<file path="src/rtl/ipsxe_floating_point_exp_arb_v1_0.sv">
`default_nettype none
// +--------------------------------------------------------------------------+
// | ipsxe_floating_point_exp_arb_v1_0: round-robin share of one exp core.    |
// | Rev 1.0                                                                  |
// +--------------------------------------------------------------------------+
module ipsxe_floating_point_exp_arb_v1_0 #(
  parameter int NUM_CH           = 4,
  parameter int FLOAT_EXP_WIDTH  = 8,
  parameter int FLOAT_FRAC_WIDTH = 24,
  parameter int TAG_DEPTH        = 16,
  localparam int FW    = FLOAT_EXP_WIDTH + FLOAT_FRAC_WIDTH,
  localparam int CH_W  = (NUM_CH > 1) ? $clog2(NUM_CH) : 1,
  localparam int PTR_W = $clog2(TAG_DEPTH),
  localparam int CNT_W = PTR_W + 1
) (
  input  logic                 i_clk,
  input  logic                 i_rst_n,
  input  logic                 i_aclken,
  input  logic [NUM_CH-1:0]    i_req_valid,
  input  logic [NUM_CH*FW-1:0] i_req_data,
  output logic [NUM_CH-1:0]    o_req_ready,
  output logic [FW-1:0]        o_core_data,
  output logic                 o_core_valid,
  input  logic [FW-1:0]        i_core_result,
  input  logic                 i_core_overflow,
  input  logic                 i_core_underflow,
  input  logic                 i_core_valid,
  output logic [NUM_CH-1:0]    o_rsp_valid,
  output logic [FW-1:0]        o_rsp_data,
  output logic                 o_rsp_overflow,
  output logic                 o_rsp_underflow,
  output logic [CH_W-1:0]      o_rsp_ch,
  output logic [CNT_W-1:0]     o_inflight,
  output logic                 o_err_orphan
);

  logic [CH_W-1:0]  rr_ptr;
  logic [PTR_W-1:0] wr_ptr;
  logic [PTR_W-1:0] rd_ptr;
  logic [CNT_W-1:0] count;
  logic [CH_W-1:0]  tag_mem [TAG_DEPTH];

  logic             grant_any;
  logic [CH_W-1:0]  grant_idx;
  logic [CH_W-1:0]  scan_idx;
  logic             eligible;
  logic             issue;
  logic             pop;
  logic             orphan;
  logic [CH_W-1:0]  pop_tag;
  logic [FW-1:0]    sel_data;

  // First valid channel at or after rr_ptr, wrapping modulo NUM_CH.
  always_comb begin
    grant_any = 1'b0;
    grant_idx = '0;
    scan_idx  = '0;
    for (int i = 0; i < NUM_CH; i++) begin
      scan_idx = CH_W'((int'(rr_ptr) + i) % NUM_CH);
      if (!grant_any && i_req_valid[scan_idx]) begin
        grant_any = 1'b1;
        grant_idx = scan_idx;
      end
    end
  end

  // Eligibility looks only at the registered count, so a full FIFO refuses
  // a push even when a pop happens on the same edge.
  assign eligible = i_aclken && (count < CNT_W'(TAG_DEPTH));
  assign issue    = eligible && grant_any;
  assign pop      = i_core_valid && (count != '0);
  assign orphan   = i_core_valid && (count == '0);
  assign pop_tag  = tag_mem[rd_ptr];
  assign sel_data = i_req_data[grant_idx*FW +: FW];

  always_comb begin
    o_req_ready = '0;
    if (issue) begin
      o_req_ready = NUM_CH'(1) << grant_idx;
    end
  end

  assign o_inflight = count;

  always_ff @(posedge i_clk) begin
    if (i_rst_n && i_aclken && issue) begin
      tag_mem[wr_ptr] <= grant_idx;
    end
  end

  always_ff @(posedge i_clk) begin
    if (!i_rst_n) begin
      rr_ptr          <= '0;
      wr_ptr          <= '0;
      rd_ptr          <= '0;
      count           <= '0;
      o_core_valid    <= 1'b0;
      o_core_data     <= '0;
      o_rsp_valid     <= '0;
      o_rsp_data      <= '0;
      o_rsp_overflow  <= 1'b0;
      o_rsp_underflow <= 1'b0;
      o_rsp_ch        <= '0;
      o_err_orphan    <= 1'b0;
    end else if (i_aclken) begin
      o_core_valid <= issue;
      if (issue) begin
        o_core_data <= sel_data;
        wr_ptr      <= wr_ptr + 1'b1;
        rr_ptr      <= (grant_idx == CH_W'(NUM_CH - 1)) ? '0 : grant_idx + 1'b1;
      end
      if (pop) begin
        rd_ptr          <= rd_ptr + 1'b1;
        o_rsp_valid     <= NUM_CH'(1) << pop_tag;
        o_rsp_ch        <= pop_tag;
        o_rsp_data      <= i_core_result;
        o_rsp_overflow  <= i_core_overflow;
        o_rsp_underflow <= i_core_underflow;
      end else begin
        o_rsp_valid <= '0;
      end
      if (orphan) begin
        o_err_orphan <= 1'b1;
      end
      case ({issue, pop})
        2'b10:   count <= count + 1'b1;
        2'b01:   count <= count - 1'b1;
        default: count <= count;
      endcase
    end
  end

endmodule
`default_nettype wire

</file>
<file path="config.mk">
export PLATFORM = sky130hd
export DESIGN_NAME = ipsxe_floating_point_exp_arb_v1_0
export DESIGN_NICKNAME = d
export VERILOG_FILES = /design/src/rtl/ipsxe_floating_point_exp_arb_v1_0.sv
export SDC_FILE = /design/constraint.sdc
export NUM_CORES = 1
export LEC_CHECK = 0
export BUFFER_PORTS_ARGS = -buffer_cell sky130_fd_sc_hd__buf_2
export CORE_ASPECT_RATIO = 1.75
export CORE_UTILIZATION = 43
export DETAILED_ROUTE_END_ITERATION = 10
export PLACE_DENSITY = 0.74
export SLEW_MARGIN = 20
export SYNTH_ARGS = -nofsm -noshare
export SYNTH_HDL_FRONTEND = slang
export SYNTH_SLANG_ARGS = --single-unit
</file>
<file path="constraint.sdc">
create_clock -name i_clk -period 2.84 [get_ports i_clk]
set_input_delay 0.142 -clock i_clk [delete_from_list [all_inputs] [get_ports i_clk]]
set_output_delay 0.142 -clock i_clk [all_outputs]
set_load 0.01 [all_outputs]
</file>
==> qor.yml, run 1 <==
outcome:
  status: "complete, no violations"
setup_path:
  end_kind: "flop"
  r2r_end: "o_inflight[4]"
  critPathKind: "flop to flop"
  r2r_start: "o_inflight[0]"
  start_kind: "flop"
  rr_worst_depth: 11
  r2r_slack_ps: 160
  path_max_fanout: 5
  required_ps: 3170
  critPathArrivalTime_ps: 3010
timing:
  period_minus_slack_ps: 2680
  slew_viol_final: 0
  hold_violations: 0
  finalHoldWorstSlack_ps: 41.7
  slew-limit-headroom_pct: 45.4
  fin_skew_ps: 10.3
  post-route-period-util_pct: 94.2
  worst_slew_pin_slew_ps: 819
  finalSetupViolCount: 0
  setup_tns_ps: 0
  grt_setup_unrepaired: "false"
  fmaxAchievable_ghz: 0.374
clocking:
  cts_resized: 0
  clockRootBuffer: "clkbuf_16"
  cts_sinks: 125
  cts_setup_buffers: 0
  htreeDepth: 4
  cts_buffer_depth: 2
  worstSkewPairLatency_ps: 400
  cts_made_buffers: 17
  cts-hold-fix-buffers: 34
  cts_tree: "built"
  path_clk_slew_ps: 60
die:
  core_area_um2: 13100
  start_util_pct: 44.5
  rows: 55
  die_w_um: 89.9
  die_area_um2: 14000
  die_y_um: 156
  num_io_pins: 253
global_routing:
  grt_max_degree: 69
  grt_pass1_wl_um: 25200
  grt_use_total_pct: 23.1
  antenna_found_initial: 0
  grt_pass1_vias: 5218
  overflow: 0
finish:
  area_growth_pct: 38.4
  num_antenna_cells: 0
  drive_gt1_share_pct: 37.2
  nets: 1032
  nFillCells: 1085
min_path:
  min_from: "i_req_data[23]"
  hp-class: "input port to flop"
  min_delay_path_depth: 3
  hold_end: "o_core_data[23]"
run:
  max_cap_viol_count: 0
synthesis:
  yosysUniqueCellTypes: 56
  syn_avg_cell_area_um2: 10.2
  yosysTopAreaCell: "dfxtp_1"
  syn_inst: 572
  yosys_warnings: 0
  yosysMostFrequentCell: "nand2_1"
  netlist_top_cells_count: "nand2_1, dfxtp_1, mux2i_1"
  yosysSeqAreaShare_pct: 48.5
  yosysTopAreaCellShare_pct: 32.0
  synth.area.top_cells: "dfxtp_1, edfxtp_1, mux2i_1, nand2_1, o221ai_1"
  synth-edff-count: 32
  synth-seq-cells: 125
  syn-cell-area_um2: 5820
  syn_nets: 755
  synthArstFlopShare_pct: 0
  synthFlopType: "dfxtp_1"
drt:
  vias: 5308
  ant_nets: 0
  drc: 0
  drtIter0Drc: 231
  routed_wl_um: 16200
  vias_per_cell: 5.15
  routedWlPerCell_um: 15.7
  firstDrtPassIters: 5
placement:
  numPortBuffers: 252
  place_congestion: 0.804
  dp_hpwl_um: 11700
pwr:
  power_density_nw_per_um2: 629
  irDropWorstVdd_v: 0.000457
  p_leak_uw: 0.00356
## routing by layer
layer / track usage, % / share of wire (%) / vias to the layer above
met5: 0 / 0 / -
met4: 9.91 / 2.6 / 0
met3: 6.48 / 7.7 / 30
met2: 44.0 / 53 / 256
met1: 23.3 / 37 / 2434
li1: - / - / 2588
## area by class of cell
class                   instances  area [µm²]  area share [%]
repair buffers                301        1730            21.4
clock buffers                  19         443            5.50
multi-input cells             395        2700            33.5
well taps                     171         214            2.66
clock inverters                11         116            1.45
flip-flops and latches        125        2820            35.1
inverters                       9        33.8           0.420
## worst max-delay path by stage
stage                    end     startpoint  slack, ps
2_1_floorplan  o_inflight[4]  o_inflight[1]        110
3_3_place_gp   o_inflight[4]  o_inflight[0]        260
3_5_place_dp   o_inflight[4]  o_inflight[0]        200
4_1_cts        o_inflight[4]  o_inflight[0]        170
5_1_grt        o_inflight[4]  o_inflight[0]         20
6_report       o_inflight[4]  o_inflight[0]        160
## sequential cells by signal, indices dropped and copies added (netlist names), named ones only
| register | cells |
|---|---|
| o_core_data | 32 |
| o_core_valid | 1 |
| o_err_orphan | 1 |
| o_inflight | 5 |
| o_rsp_ch | 2 |
| o_rsp_data | 32 |
| o_rsp_overflow | 1 |
| o_rsp_underflow | 1 |
| o_rsp_valid | 4 |
| rd_ptr | 4 |
| rr_ptr | 2 |
| tag_mem | 32 |
| wr_ptr | 4 |
## through the flow
| step | utilization (%) | worst slack [ps] | power (µW) | cells | area, µm² |
|---|---|---|---|---|---|
| global placement | 54.7 | 256 | 2990 | 967 | 7150 |
| floorplan | - | 114 | 2650 | 572 | 5820 |
| CTS | 61.6 | 168 | 5110 | 1031 | 8050 |
| global route | 61.6 | 23.6 | 5280 | 1031 | 8050 |
| detailed placement | 54.7 | 202 | 3000 | 967 | 7150 |
| finish | 61.6 | 163 | 5060 | 1031 | 8050 |
## logic make-up (layout without fill, tap and decap cells)
kind of cell / after synthesis / count (layout) / synth area share (%)
adders and majority gates: 13 / 13 / 2.80
and+or+nand+nor: 191 / 191 / 14.4
buffers and inverters: 52 / 340 / 5.25
DFF: 125 / 125 / 48.5
AOI/OAI and AO/OA: 102 / 102 / 13.0
muxes: 79 / 79 / 14.5
xor gates and xnor gates: 10 / 10 / 1.63
## report_power, final
part / total, µW / switching [µW] / internal [µW]
clock: 2060 / 754 / 1300
combinational: 964 / 518 / 446
sequential: 2040 / 79.7 / 1960
## critical path, stage by stage, from the launching register on
cell,delay (ps)
dfxtp_1,350
or4_4,580
nor2_1,140
nor2b_1,90
ha_1,240
xor2_1,160
ha_1,220
nand2b_1,80
a21boi_0,80
o21a_1,190
or3_1,340
a21oi_1,140
## layout by cell type (no fill, tap or decap), drive strengths merged, types with 4 or more instances in the layout
master and n:
clkinv 5, mux4 4, dlygate4sd3 34, clkbuf 19, inv 13, edfxtp 32
nor4 4, nor2b 5, xnor2 4, dfxtp 93, a21oi 44, buf 267
xor2 6, mux2i 74, and2 4, o221ai 32, ha 13, nand2b 4
nand2 121, nor2 35
Note: power is estimated with default switching activity, not from simulation.
==> run 2: changes to the inputs <==
Settings changed: CELL_PAD_IN_SITES_DETAIL_PLACEMENT from default to 0, CELL_PAD_IN_SITES_GLOBAL_PLACEMENT from default to 1, CORE_UTILIZATION 43 to 32, PLACE_DENSITY 0.74 to 0.75, SKIP_CTS_REPAIR_TIMING from default to 1.
==> qor.yml, run 2 (same netlist as run 1, synthesis figures left out) <==
global_routing:
  grt_use_total_pct: 16.4  # -6.7 points
  overflow: 0  # unchanged
  grt_pass1_vias: 5082  # -2.6%
  grt_max_degree: 60  # -13%
  grt_pass1_wl_um: 24500  # -2.8%
  antenna_found_initial: 0  # unchanged
die:
  die_y_um: 180  # +16%
  die_w_um: 104  # +16%
  rows: 64  # +16%
  start_util_pct: 33.0  # -11 points
  num_io_pins: 253  # unchanged
  core_area_um2: 17600  # +35%
  die_area_um2: 18800  # +34%
drt:
  firstDrtPassIters: 4  # -1
  wl_met3_um: 970  # -23%
  drtIter0Drc: 171  # -26%
  wirelength_met1_um: 6090  # +2.4%
  wl_met2_um: 8390  # -2.3%
  ant_nets: 0  # unchanged
  routed_wl_um: 15700  # -3.4%
  vias: 5165  # -2.7%
  drc: 0  # unchanged
  topRoutingLayerUsed: "met4"
  routedWlPerCell_um: 14.4  # -8.3%
  vias_per_cell: 4.75  # -7.7%
finish:
  fin_cells: 1087  # +5.4%
  final_cell_mix: "buf_2, nand2_1, dfxtp_1"
  area_growth_pct: 39.5
  final_common_cell: "buf_2"
  drive_gt1_share_pct: 37.5  # +0.29 points
  design_area_um2: 8120  # +0.82%
  multiInputGateArea_um2: 2700  # unchanged
  nFillCells: 1749  # +61%
  nets: 1026  # -0.58%
  regArea_um2: 2820  # unchanged
  num_antenna_cells: 0  # unchanged
  reg_top3: "o_core_data (32), o_rsp_data (32), tag_mem (32)"
pwr:
  irDropWorstVdd_v: 0.000308  # -33%
  intPower_uw: 3740  # +0.88%
  seq_power_share_pct: 39.7  # -0.6 points
  p_leak_uw: 0.00356  # -0.19%
  clkPwrFrac_pct: 41.9  # +1.3 points
  power_density_nw_per_um2: 632  # +0.50%
  combinationalPowerShare_pct: 18.4  # -0.6 points
  power.net_switching_uw: 1390  # +2.5%
  swShare_pct: 27.0  # +0.32 points
placement:
  place_congestion: 0.749  # -6.8%
  post-place-ws_ps: 184  # -17.6 ps
  numPortBuffers: 252  # unchanged
  placedCellCount: 1026  # +6.1%
  placed_area_um2: 7230  # +1.1%
  dp_hpwl_um: 11400  # -2.4%
timing:
  setup_tns_ps: 0  # unchanged
  slew-limit-headroom_pct: 44.8  # -0.66 points
  period_minus_slack_ps: 2650  # -25.4 ps
  finalSetupViolCount: 0  # unchanged
  hold_violations: 2  # +2
  setup_slack_ps: 189  # +25.4 ps
  post-route-period-util_pct: 93.4  # -0.89 points
  fmaxAchievable_ghz: 0.377  # +0.96%
  fin_skew_ps: 11.3  # +0.951 ps
  slew_viol_final: 0  # unchanged
  grt_setup_unrepaired: "false"
  finalHoldWorstSlack_ps: -15.4  # -57.1 ps
  worst_slew_pin_slew_ps: 829  # +9.90 ps
setup_path:
  crit_path_frequent_cell: "ha_1"
  end_kind: "flop"
  critPathArrivalTime_ps: 2990  # -20 ps
  required_ps: 3180  # about the same
  cp_slowest_cell: "or4_4"
  crit_buf_inv: 0  # unchanged
  critical_path.max_stage_delay_ps: 570  # about the same
  start_kind: "flop"
  path_max_fanout: 6  # +1
  path_cells: "or4_4, nor2_1, nor2b_1, ha_1, xor2_1, ha_1, nand2b_1, a21boi_0, o21a_1, or3_1, a21oi_1"
  crit_family: "simple AND/OR/NAND/NOR gates"
  critPathKind: "flop to flop"
run:
  max_cap_viol_count: 0  # unchanged
outcome:
  status: "finished, violations left"
  violations: "negative hold slack"
clocking:
  cts_tree: "built"
  htreeDepth: 4  # unchanged
  worstSkewPairLatency_ps: 400  # about the same
  clockRootBuffer: "clkbuf_16"
  path_clk_slew_ps: 60  # about the same
  cts_buffer_depth: 2  # unchanged
  cts_made_buffers: 17  # unchanged
  cts_sinks: 125  # unchanged
min_path:
  hp-class: "input port to flop"
-- run 2: changes by cell type in the layout (fill, tap and decap cells not counted), moves of 2 or more --
cell / before / now
clkbuf_8: 1 / 3
clkinv_4: 1 / 4
clkinv_2: 4 / 1
dlygate4sd3_1: 34 / 29
buf_4: 14 / 12
-- run 2: power by group through the flow --
stage               Sequential (µW)  Clock, µW  Combinational, µW
floorplan                      2110          0                539
global placement               2070          0                921
detailed placement             2070          0                925
CTS                            2040       2210                926
global route                   2050       2290               1040
finish                         2040       2150                944
-- run 2: stage by stage --
step / power, µW / hold WS, ps / utilization [%]
CTS: 5170 / -43.2 / 44.4
global placement: 2990 / 385 / 41.1
finish: 5130 / -15.4 / 46.1
detailed placement: 3000 / 388 / 41.1
global route: 5370 / 1.81 / 46.1
floorplan: 2650 / 278 / -
-- run 2: worst paths after layout --
check	slack [ps]	cells after the start	from	endpoint
max	190	11	o_inflight[0]	o_inflight[4]
min	-20	3	i_core_result[11]	o_rsp_data[11]
max reg2reg	190	11	o_inflight[0]	o_inflight[4]
min reg2reg	450	2	o_rsp_data[9]	o_rsp_data[9]
-- run 2: area by class of cell --
cell class / count / area share (%)
multi-input cells: 395 / 33.2
well taps: 231 / 3.56
flip-flops and latches: 125 / 34.8
clock buffers: 22 / 6.10
inverters: 9 / 0.416
repair buffers: 295 / 20.7
clock inverters: 10 / 1.23
-- run 2: worst reg2reg max path, stage by stage, from the launching register on --
cell and delay [ps]:
dfxtp_1 350, or4_4 570, nor2_1 140, nor2b_1 90, ha_1 260, xor2_1 170
ha_1 220, nand2b_1 70, a21boi_0 70, o21a_1 180, or3_1 340, a21oi_1 130
-- run 2: metal layers --
metal,up-vias,GRT usage (%)
met5,-,0
met1,2344,17.1
met2,223,31.2
met4,0,5.83
met3,16,4.12
li1,2582,-
